## config.mk

```make
export PLATFORM = sky130hd
export DESIGN_NAME = alarm_zone_ctrl_flat
export DESIGN_NICKNAME = d
export VERILOG_FILES = /design/src/rtl/alarm_zone_ctrl_pkg.sv /design/src/rtl/alarm_zone_ctrl_if.sv /design/src/rtl/alarm_zone_ctrl_zone_debounce.sv /design/src/rtl/alarm_zone_ctrl.sv /design/src/flat_wrapper.sv
export SDC_FILE = /design/constraint.sdc
export NUM_CORES = 1
export LEC_CHECK = 0
export CAP_MARGIN = 15
export CORE_ASPECT_RATIO = 2
export CORE_MARGIN = 3
export CORE_UTILIZATION = 50
export DETAILED_ROUTE_END_ITERATION = 10
export GPL_TIMING_DRIVEN = 0
export MAX_ROUTING_LAYER = met4
export PLACE_DENSITY = 0.78
export SYNTH_ARGS = -nofsm -noshare
export SYNTH_HDL_FRONTEND = slang
export SYNTH_SLANG_ARGS = --single-unit
```

## constraint.sdc

```tcl
create_clock -name clk -period 2.77 [get_ports clk]
set_input_delay 0.6925 -clock clk [delete_from_list [all_inputs] [get_ports clk]]
set_output_delay 0.6925 -clock clk [all_outputs]
set_load 0.005 [all_outputs]
```

## src/rtl/alarm_zone_ctrl_pkg.sv

```systemverilog
// Shared types for the alarm zone controller: FSM state encoding and keypad code type.
package alarm_pkg;

  typedef enum logic [2:0] {
    DISARMED,
    EXIT_DELAY,
    ARMED,
    ENTRY_DELAY,
    ALARM
  } alarm_state_t;

  typedef logic [3:0] key_t;

  localparam key_t KEY_NONE = 4'h0;

  function automatic logic state_is_armed(alarm_state_t s);
    return (s == ARMED) || (s == ENTRY_DELAY) || (s == ALARM);
  endfunction

  function automatic logic state_is_waiting(alarm_state_t s);
    return (s == EXIT_DELAY) || (s == ENTRY_DELAY);
  endfunction

endpackage

```

## src/rtl/alarm_zone_ctrl_if.sv

```systemverilog
// Pin-side bundle of the alarm controller: raw sensor/keypad inputs and siren/LED outputs.
interface alarm_zone_ctrl_if #(
  parameter int N_ZONES = 3
);
  import alarm_pkg::*;

  logic [N_ZONES-1:0] zone_in;
  key_t               keypad_in;
  logic               alarm_siren;
  logic               is_armed;
  logic               is_wait_delay;
  logic [N_ZONES-1:0] zone_tripped;

  modport master (
    output zone_in,
    output keypad_in,
    input  alarm_siren,
    input  is_armed,
    input  is_wait_delay,
    input  zone_tripped
  );

  modport slave (
    input  zone_in,
    input  keypad_in,
    output alarm_siren,
    output is_armed,
    output is_wait_delay,
    output zone_tripped
  );

endinterface

```

## src/rtl/alarm_zone_ctrl_zone_debounce.sv

```systemverilog
// One sensor zone: two-flop synchroniser followed by a tick-sampled run-length debouncer.
module zone_debounce
  import alarm_pkg::*;
#(
  parameter int DEB_TICKS = 2
) (
  input  logic clk,
  input  logic reset,
  input  logic tick,
  input  logic raw,
  output logic level
);

  localparam int RUN_W = (DEB_TICKS > 1) ? $clog2(DEB_TICKS + 1) : 1;

  logic             sync1_q;
  logic             sync2_q;
  logic             level_q;
  logic             level_d;
  logic [RUN_W-1:0] run_q;
  logic [RUN_W-1:0] run_d;

  always_comb begin
    level_d = level_q;
    run_d   = run_q;
    if (tick) begin
      if (sync2_q != level_q) begin
        if (run_q == RUN_W'(DEB_TICKS - 1)) begin
          level_d = sync2_q;
          run_d   = '0;
        end else begin
          run_d = run_q + RUN_W'(1);
        end
      end else begin
        run_d = '0;
      end
    end
  end

  always_ff @(posedge clk) begin
    if (!reset) begin
      sync1_q <= 1'b0;
      sync2_q <= 1'b0;
      level_q <= 1'b0;
      run_q   <= '0;
    end else begin
      sync1_q <= raw;
      sync2_q <= sync1_q;
      level_q <= level_d;
      run_q   <= run_d;
    end
  end

  assign level = level_q;

endmodule

```

## src/rtl/alarm_zone_ctrl.sv

```systemverilog
// Alarm zone controller: tick generator, keypad edge detect, code matcher and arming FSM.
module alarm_zone_ctrl
  import alarm_pkg::*;
#(
  parameter int                    N_ZONES      = 3,
  parameter int                    DIVIDER      = 2_500_000,
  parameter int                    DEB_TICKS    = 2,
  parameter int                    CODE_LEN     = 4,
  parameter logic [4*CODE_LEN-1:0] CODE         = 16'h1234,
  parameter logic [N_ZONES-1:0]    DELAYED_MASK = 3'b100,
  parameter int                    EXIT_TICKS   = 20,
  parameter int                    ENTRY_TICKS  = 20,
  parameter int                    SIREN_TICKS  = 100
) (
  input logic               clk,
  input logic               reset,
  alarm_zone_ctrl_if.slave  bus
);

  localparam int DIV_W   = (DIVIDER > 1) ? $clog2(DIVIDER) : 1;
  localparam int IDX_W   = (CODE_LEN > 1) ? $clog2(CODE_LEN) : 1;
  localparam int TMR_MAX = (EXIT_TICKS > ENTRY_TICKS)
                           ? ((EXIT_TICKS > SIREN_TICKS) ? EXIT_TICKS : SIREN_TICKS)
                           : ((ENTRY_TICKS > SIREN_TICKS) ? ENTRY_TICKS : SIREN_TICKS);
  localparam int TMR_W   = (TMR_MAX > 1) ? $clog2(TMR_MAX + 1) : 1;

  logic [DIV_W-1:0]   div_q, div_d;
  logic               tick;
  key_t               key_s1_q, key_s2_q, key_prev_q;
  logic               key_event;
  logic [IDX_W-1:0]   idx_q, idx_d, idx_adv;
  logic               code_ok;
  key_t               code_digit [CODE_LEN];
  logic [N_ZONES-1:0] zone_lvl;
  alarm_state_t       state_q, state_d;
  logic [TMR_W-1:0]   tmr_q, tmr_d;
  logic               expired;
  logic [N_ZONES-1:0] tripped_q, tripped_d;
  logic               siren_q, armed_q, wait_q;

  always_comb begin
    tick  = (div_q == DIV_W'(DIVIDER - 1));
    div_d = tick ? '0 : div_q + DIV_W'(1);
  end

  generate
    for (genvar gi = 0; gi < N_ZONES; gi++) begin : g_zone
      zone_debounce #(
        .DEB_TICKS (DEB_TICKS)
      ) u_deb (
        .clk   (clk),
        .reset (reset),
        .tick  (tick),
        .raw   (bus.zone_in[gi]),
        .level (zone_lvl[gi])
      );
    end
    // Digit 0 lives in the most significant nibble of CODE.
    for (genvar gi = 0; gi < CODE_LEN; gi++) begin : g_digit
      assign code_digit[gi] = CODE[4*(CODE_LEN-1-gi) +: 4];
    end
  endgenerate

  assign key_event = (key_s2_q != KEY_NONE) && (key_prev_q == KEY_NONE);

  always_comb begin
    code_ok = 1'b0;
    idx_adv = idx_q;
    if (key_event) begin
      if (key_s2_q == code_digit[idx_q]) begin
        if (idx_q == IDX_W'(CODE_LEN - 1)) begin
          code_ok = 1'b1;
          idx_adv = '0;
        end else begin
          idx_adv = idx_q + IDX_W'(1);
        end
      end else begin
        idx_adv = '0;
      end
    end
  end

  always_comb begin
    state_d   = state_q;
    tmr_d     = tmr_q;
    tripped_d = tripped_q;
    // A loaded count of 0 or 1 both expire on the first tick after entry.
    expired   = tick && (tmr_q <= TMR_W'(1));
    if (tick && !expired) begin
      tmr_d = tmr_q - TMR_W'(1);
    end
    case (state_q)
      DISARMED: begin
        if (code_ok) state_d = EXIT_DELAY;
      end
      EXIT_DELAY: begin
        if (code_ok)      state_d = DISARMED;
        else if (expired) state_d = ARMED;
      end
      ARMED: begin
        if (code_ok) begin
          state_d = DISARMED;
        end else begin
          tripped_d = tripped_q | zone_lvl;
          if (|(zone_lvl & ~DELAYED_MASK))     state_d = ALARM;
          else if (|(zone_lvl & DELAYED_MASK)) state_d = ENTRY_DELAY;
        end
      end
      ENTRY_DELAY: begin
        if (code_ok) begin
          state_d = DISARMED;
        end else begin
          tripped_d = tripped_q | zone_lvl;
          if (|(zone_lvl & ~DELAYED_MASK)) state_d = ALARM;
          else if (expired)                state_d = ALARM;
        end
      end
      ALARM: begin
        if (code_ok)      state_d = DISARMED;
        else if (expired) state_d = ARMED;
      end
      default: state_d = DISARMED;
    endcase
    if (state_d != state_q) begin
      case (state_d)
        EXIT_DELAY:  tmr_d = TMR_W'(EXIT_TICKS);
        ENTRY_DELAY: tmr_d = TMR_W'(ENTRY_TICKS);
        ALARM:       tmr_d = TMR_W'(SIREN_TICKS);
        default:     tmr_d = '0;
      endcase
      if (state_d == DISARMED) tripped_d = '0;
    end
  end

  assign idx_d = (state_d != state_q) ? '0 : idx_adv;

  always_ff @(posedge clk) begin
    if (!reset) begin
      div_q      <= '0;
      key_s1_q   <= KEY_NONE;
      key_s2_q   <= KEY_NONE;
      key_prev_q <= KEY_NONE;
      idx_q      <= '0;
      state_q    <= DISARMED;
      tmr_q      <= '0;
      tripped_q  <= '0;
      siren_q    <= 1'b0;
      armed_q    <= 1'b0;
      wait_q     <= 1'b0;
    end else begin
      div_q      <= div_d;
      key_s1_q   <= bus.keypad_in;
      key_s2_q   <= key_s1_q;
      key_prev_q <= key_s2_q;
      idx_q      <= idx_d;
      state_q    <= state_d;
      tmr_q      <= tmr_d;
      tripped_q  <= tripped_d;
      siren_q    <= (state_d == ALARM);
      armed_q    <= state_is_armed(state_d);
      wait_q     <= state_is_waiting(state_d);
    end
  end

  assign bus.alarm_siren   = siren_q;
  assign bus.is_armed      = armed_q;
  assign bus.is_wait_delay = wait_q;
  assign bus.zone_tripped  = tripped_q;

endmodule

```

## src/flat_wrapper.sv

```systemverilog
// flat-port wrapper written by rule: the top's interface ports become plain ports
module alarm_zone_ctrl_flat import alarm_pkg::*;
#(
  parameter int                    N_ZONES      = 3,
  parameter int                    DIVIDER      = 2_500_000,
  parameter int                    DEB_TICKS    = 2,
  parameter int                    CODE_LEN     = 4,
  parameter logic [4*CODE_LEN-1:0] CODE         = 16'h1234,
  parameter logic [N_ZONES-1:0]    DELAYED_MASK = 3'b100,
  parameter int                    EXIT_TICKS   = 20,
  parameter int                    ENTRY_TICKS  = 20,
  parameter int                    SIREN_TICKS  = 100
)
  (clk, reset, bus_zone_in, bus_keypad_in, bus_alarm_siren, bus_is_armed, bus_is_wait_delay, bus_zone_tripped);
  alarm_zone_ctrl_if #(.N_ZONES(N_ZONES)) bus_i ();
  input logic clk;
  input logic reset;
  input wire logic [$bits(bus_i.zone_in)-1:0] bus_zone_in;
  input wire logic [$bits(bus_i.keypad_in)-1:0] bus_keypad_in;
  output wire logic [$bits(bus_i.alarm_siren)-1:0] bus_alarm_siren;
  output wire logic [$bits(bus_i.is_armed)-1:0] bus_is_armed;
  output wire logic [$bits(bus_i.is_wait_delay)-1:0] bus_is_wait_delay;
  output wire logic [$bits(bus_i.zone_tripped)-1:0] bus_zone_tripped;
  assign bus_i.zone_in = bus_zone_in;
  assign bus_i.keypad_in = bus_keypad_in;
  assign bus_alarm_siren = bus_i.alarm_siren;
  assign bus_is_armed = bus_i.is_armed;
  assign bus_is_wait_delay = bus_i.is_wait_delay;
  assign bus_zone_tripped = bus_i.zone_tripped;
  alarm_zone_ctrl #(.N_ZONES(N_ZONES), .DIVIDER(DIVIDER), .DEB_TICKS(DEB_TICKS), .CODE_LEN(CODE_LEN), .CODE(CODE), .DELAYED_MASK(DELAYED_MASK), .EXIT_TICKS(EXIT_TICKS), .ENTRY_TICKS(ENTRY_TICKS), .SIREN_TICKS(SIREN_TICKS)) u_core (.clk(clk), .reset(reset), .bus(bus_i));
endmodule
```

==> results of run 1 <==
## layout by cell type, fill, tap and decap left out, drive strengths merged, types with 2 or more instances in the layout
| cell | synthesis | final |
|---|---|---|
| and3 | 6 | 6 |
| o31ai | 2 | 2 |
| o211a | 2 | 2 |
| xnor2 | 9 | 9 |
| and4 | 3 | 3 |
| buf | 4 | 4 |
| or3 | 4 | 4 |
| or2 | 3 | 3 |
| a21oi | 11 | 11 |
| nand2 | 20 | 20 |
| dfxtp | 67 | 67 |
| clkdlybuf4s50 | 0 | 14 |
| nor3 | 13 | 13 |
| clkinv | 1 | 4 |
| o21ai | 10 | 10 |
| o311a | 3 | 3 |
| nor2 | 48 | 48 |
| mux2i | 4 | 4 |
| inv | 11 | 11 |
| o211ai | 3 | 3 |
| ha | 6 | 6 |
| nand3 | 10 | 10 |
| a211oi | 3 | 3 |
| a31oi | 3 | 3 |
| clkbuf | 5 | 16 |
| nor4 | 4 | 4 |
| nor3b | 3 | 3 |
| o41ai | 2 | 2 |
| nor4b | 4 | 4 |
| xor2 | 18 | 18 |
| nand4 | 10 | 10 |
| or4 | 2 | 2 |
| and2 | 19 | 19 |
## cells by family (layout without fill, tap and decap cells)
logic type                 after synthesis  after routing  share of synthesized area
buffers and inverters                   21             51                     0.0285
DFF                                     67             67                      0.456
xor gates and xnor gates                27             27                     0.0804
adders and majority gates                7              7                     0.0289
muxes                                    5              5                     0.0174
and+or+nand+nor                        153            153                      0.277
AOI/OAI and AO/OA                       47             47                      0.112
## sequential cells by signal, indices dropped and copies added (netlist names)
name                         cells
u_core.div_q                    22
u_core.tmr_q                     7
u_core.g_zone.u_deb.run_q        6
u_core.key_prev_q                4
u_core.key_s1_q                  4
u_core.key_s2_q                  4
u_core.bus.zone_tripped          3
u_core.g_zone.u_deb.level        3
u_core.g_zone.u_deb.sync1_q      3
u_core.g_zone.u_deb.sync2_q      3
u_core.state_q                   3
u_core.idx_q                     2
u_core.bus.alarm_siren           1
u_core.bus.is_armed              1
u_core.bus.is_wait_delay         1
## worst min path at each step
stage	from	endpoint	slack, ns	cells after the start
after global routing	u_core.key_s1_q[2]	u_core.key_s2_q[2]	0.45	1
after global placement	u_core.g_zone[0].u_deb.sync1_q	u_core.g_zone[0].u_deb.sync2_q	0.41	1
after floorplan	u_core.g_zone[0].u_deb.sync1_q	u_core.g_zone[0].u_deb.sync2_q	0.41	1
after CTS	u_core.key_s1_q[0]	u_core.key_s2_q[0]	0.44	1
final	u_core.g_zone[0].u_deb.sync1_q	u_core.g_zone[0].u_deb.sync2_q	0.44	1
after detailed placement	u_core.key_s1_q[2]	u_core.key_s2_q[2]	0.42	1
## power by group
group          total, mW  internal [mW]  switching (mW)  leakage (nW)
clock              0.793          0.435           0.357        0.0991
sequential         0.992          0.981          0.0111         0.544
combinational     0.0771         0.0360          0.0411         0.586
## routing by layer
| layer | part of all wire | GRT usage | wire length (um) |
|---|---|---|---|
| met4 | 0.041 | 0.120 | 250 |
| met5 | 0 | - | 0 |
| met2 | 0.56 | 0.364 | 3350 |
| met1 | 0.37 | 0.178 | 2260 |
| met3 | 0.028 | 0.0553 | 172 |
## per-stage QoR
step | setup WS (ns) | hold slack [ns] | power (mW) | std cells
after floorplan | 0.383 | 0.412 | 1.06 | 327
after global placement | 0.221 | 0.413 | 1.09 | 401
after detailed placement | 0.159 | 0.421 | 1.09 | 401
after CTS | 0.156 | 0.438 | 1.88 | 417
after global routing | 0.0206 | 0.449 | 1.93 | 417
final | 0.158 | 0.435 | 1.86 | 417
## layout make-up
type | instances | area share
sequential | 67 | 0.400
clock inverter | 5 | 0.0157
tap | 60 | 0.0224
multi-input combinational | 239 | 0.453
buffer | 9 | 0.0116
timing repair buffer | 14 | 0.0418
clock buffer | 11 | 0.0422
inverter | 12 | 0.0134
## critical path: stages, from the launching register on
cell	delay, ns
dfxtp_1	0.38
inv_1	0.08
ha_1	0.33
xor2_1	0.20
or4b_2	0.68
o221ai_1	0.20
o211a_2	0.28
o311ai_0	0.14
and4_1	0.23
==> key figures, run 1 <==
Critical path
  • R2R depth: 8
  • CP Capture Type: flip-flop
  • Reg-to-Reg End: u_core.tmr_q[2]
  • Crit Path Category: flip-flop to flip-flop
  • Flop2flop setup slack: 0.16 ns
  • Worst setup path endpoint: u_core.tmr_q[2]
  • Crit path launch type: flip-flop
  • Worst setup startpoint: u_core.idx_q[0]
  • Critical Path Fanout Max: 7
  • Reg-to-Reg Start: u_core.idx_q[0]
  • Worst endpoint data arrival time: 2.85 ns
  • Worst EP required: 3.01 ns

Route
  • Routed vias: 2383
  • Initial drt markers: approximately 110
  • WL/cell: ~14 um
  • Final WL: 6040 um
  • Antenna Violating Nets Remaining: 0
  • Number of vias per cell: 5.71
  • Detailed Routing Iterations Pass 1: 4
  • Remaining routing DRC violations: 0

Yosys
  • Area leader, netlist: dfxtp_1
  • Most instantiated cells after synthesis: dfxtp_1 (67), nor2_1 (48), nand2_1 (20)
  • Cell variety after synth: 52
  • Yosys reg bits: 67
  • Synth top area share: 0.456
  • Leading cell type by number of instances after synthesis: dfxtp_1
  • Number of flops mapped to enable cells by yosys: 0
  • YS warnings: 0
  • Synth top area cells: dfxtp_1 (46%), nor2_1 (6.1%), xor2_1 (5.4%), and2_1 (4.0%), xnor2_1 (2.7%)
  • Fraction of registers with async set/reset: 0
  • Synthesized instance count: 327
  • Mapped Nets: 342
  • Mapped Area: just under 3000 um^2
  • Predominant post-synthesis flop cell: dfxtp_1
  • Seq/Total Area, Yosys: 0.456
  • Synthesized area per cell: 9.00 um^2

Final layout
  • Area Overhead vs Synth: 13.9%
  • Post-route design area: between 3000 and 4000 um^2
  • Footprint of the multi-input gates: 1520 um^2
  • Post-layout util: 0.603
  • Layout cells sized above 1: 0.0784
  • Fillers: 482
  • ANT cells: 0
  • Nets: approximately 370
  • Seq. cell area: 1340 um^2

Timing
  • Layout Skew: 0.00918 ns
  • Worst rel slew slack: 0.417
  • Pins Over Slew Limit: 0
  • Final Cycle Share: 0.943
  • Unrepaired setup endpoints after global routing: false
  • Setup TNS: 0 ns
  • Achievable Freq: 383 MHz
  • Least-Margin Pin Slew: roughly 0.86 ns
  • Final min period: around 2.6 ns
  • Setup violators final: 0
  • Hold Vio Cnt, Final: 0

Floorplanning
  • Core Rows: 38
  • Initial cell density of the core: 0.529
  • Io pins: 15
  • Total die area: ~7000 um^2
  • DIE WIDTH: 60.2 um
  • Die Height: 114 um
  • Core area: 5560 um^2

Pwr
  • Peak supply drop: 0.511 mV
  • P per Cell Area: 555 nW/um^2
  • P_leak: 1.23 nW

Hold path
  • Hold WC Path Type: flip-flop to flip-flop

Global routing
  • Largest net degree at the start of global routing: 12
  • GRT Overall Usage: 0.203
  • First-pass GRT wire length: 10300 um
  • Initial antenna violation count: 0
  • GRT Residual Overflow: 0
  • Vias in the first global route: 2422

Placed design
  • Placement-stage cell area: between 3000 and 4000 um^2
  • GP Congestion: 0.903
  • DP Wirelength: about 4500 um
  • Port Buffers: 14

CTS
  • CTS Sinks: 67
  • Clk slew on worst S/H paths: 0.07 ns
  • Post-CTS Setup Bufs: 0
  • TritonCTS clock tree: done
  • Hold_buf cts: 0
  • Total CTS buffers: 9
  • Worst-Skew Late Latency: 0.35 ns
  • Post_cts resized: 0
  • CTS Buffer Depth: 2
  • Htree depth: 3
  • Root Buffer: clkbuf_8

Outcome
  • Outcome: completed

Flow run
  • Max Cap Violations: 0
Power figures use the tool's default switching activity.
==> run 2, diff against run 1 <==
==> constraint.sdc (replaced) <==
create_clock -name clk -period 2.94 [get_ports clk]
set_input_delay 0.735 -clock clk [delete_from_list [all_inputs] [get_ports clk]]
set_output_delay 0.735 -clock clk [all_outputs]
set_load 0.005 [all_outputs]
==> results of run 2 <==
Same layout as run 1 (identical final DEF). Status: completed.
Among the figures that moved: setup slack after placement 0.159 ns -> 0.329 ns; setup slack after layout 0.158 ns -> 0.328 ns; register-to-register setup slack 0.16 ns -> 0.33 ns; total power 1.86 mW -> 1.75 mW; worst IR drop on VDD 0.511 mV -> 0.481 mV
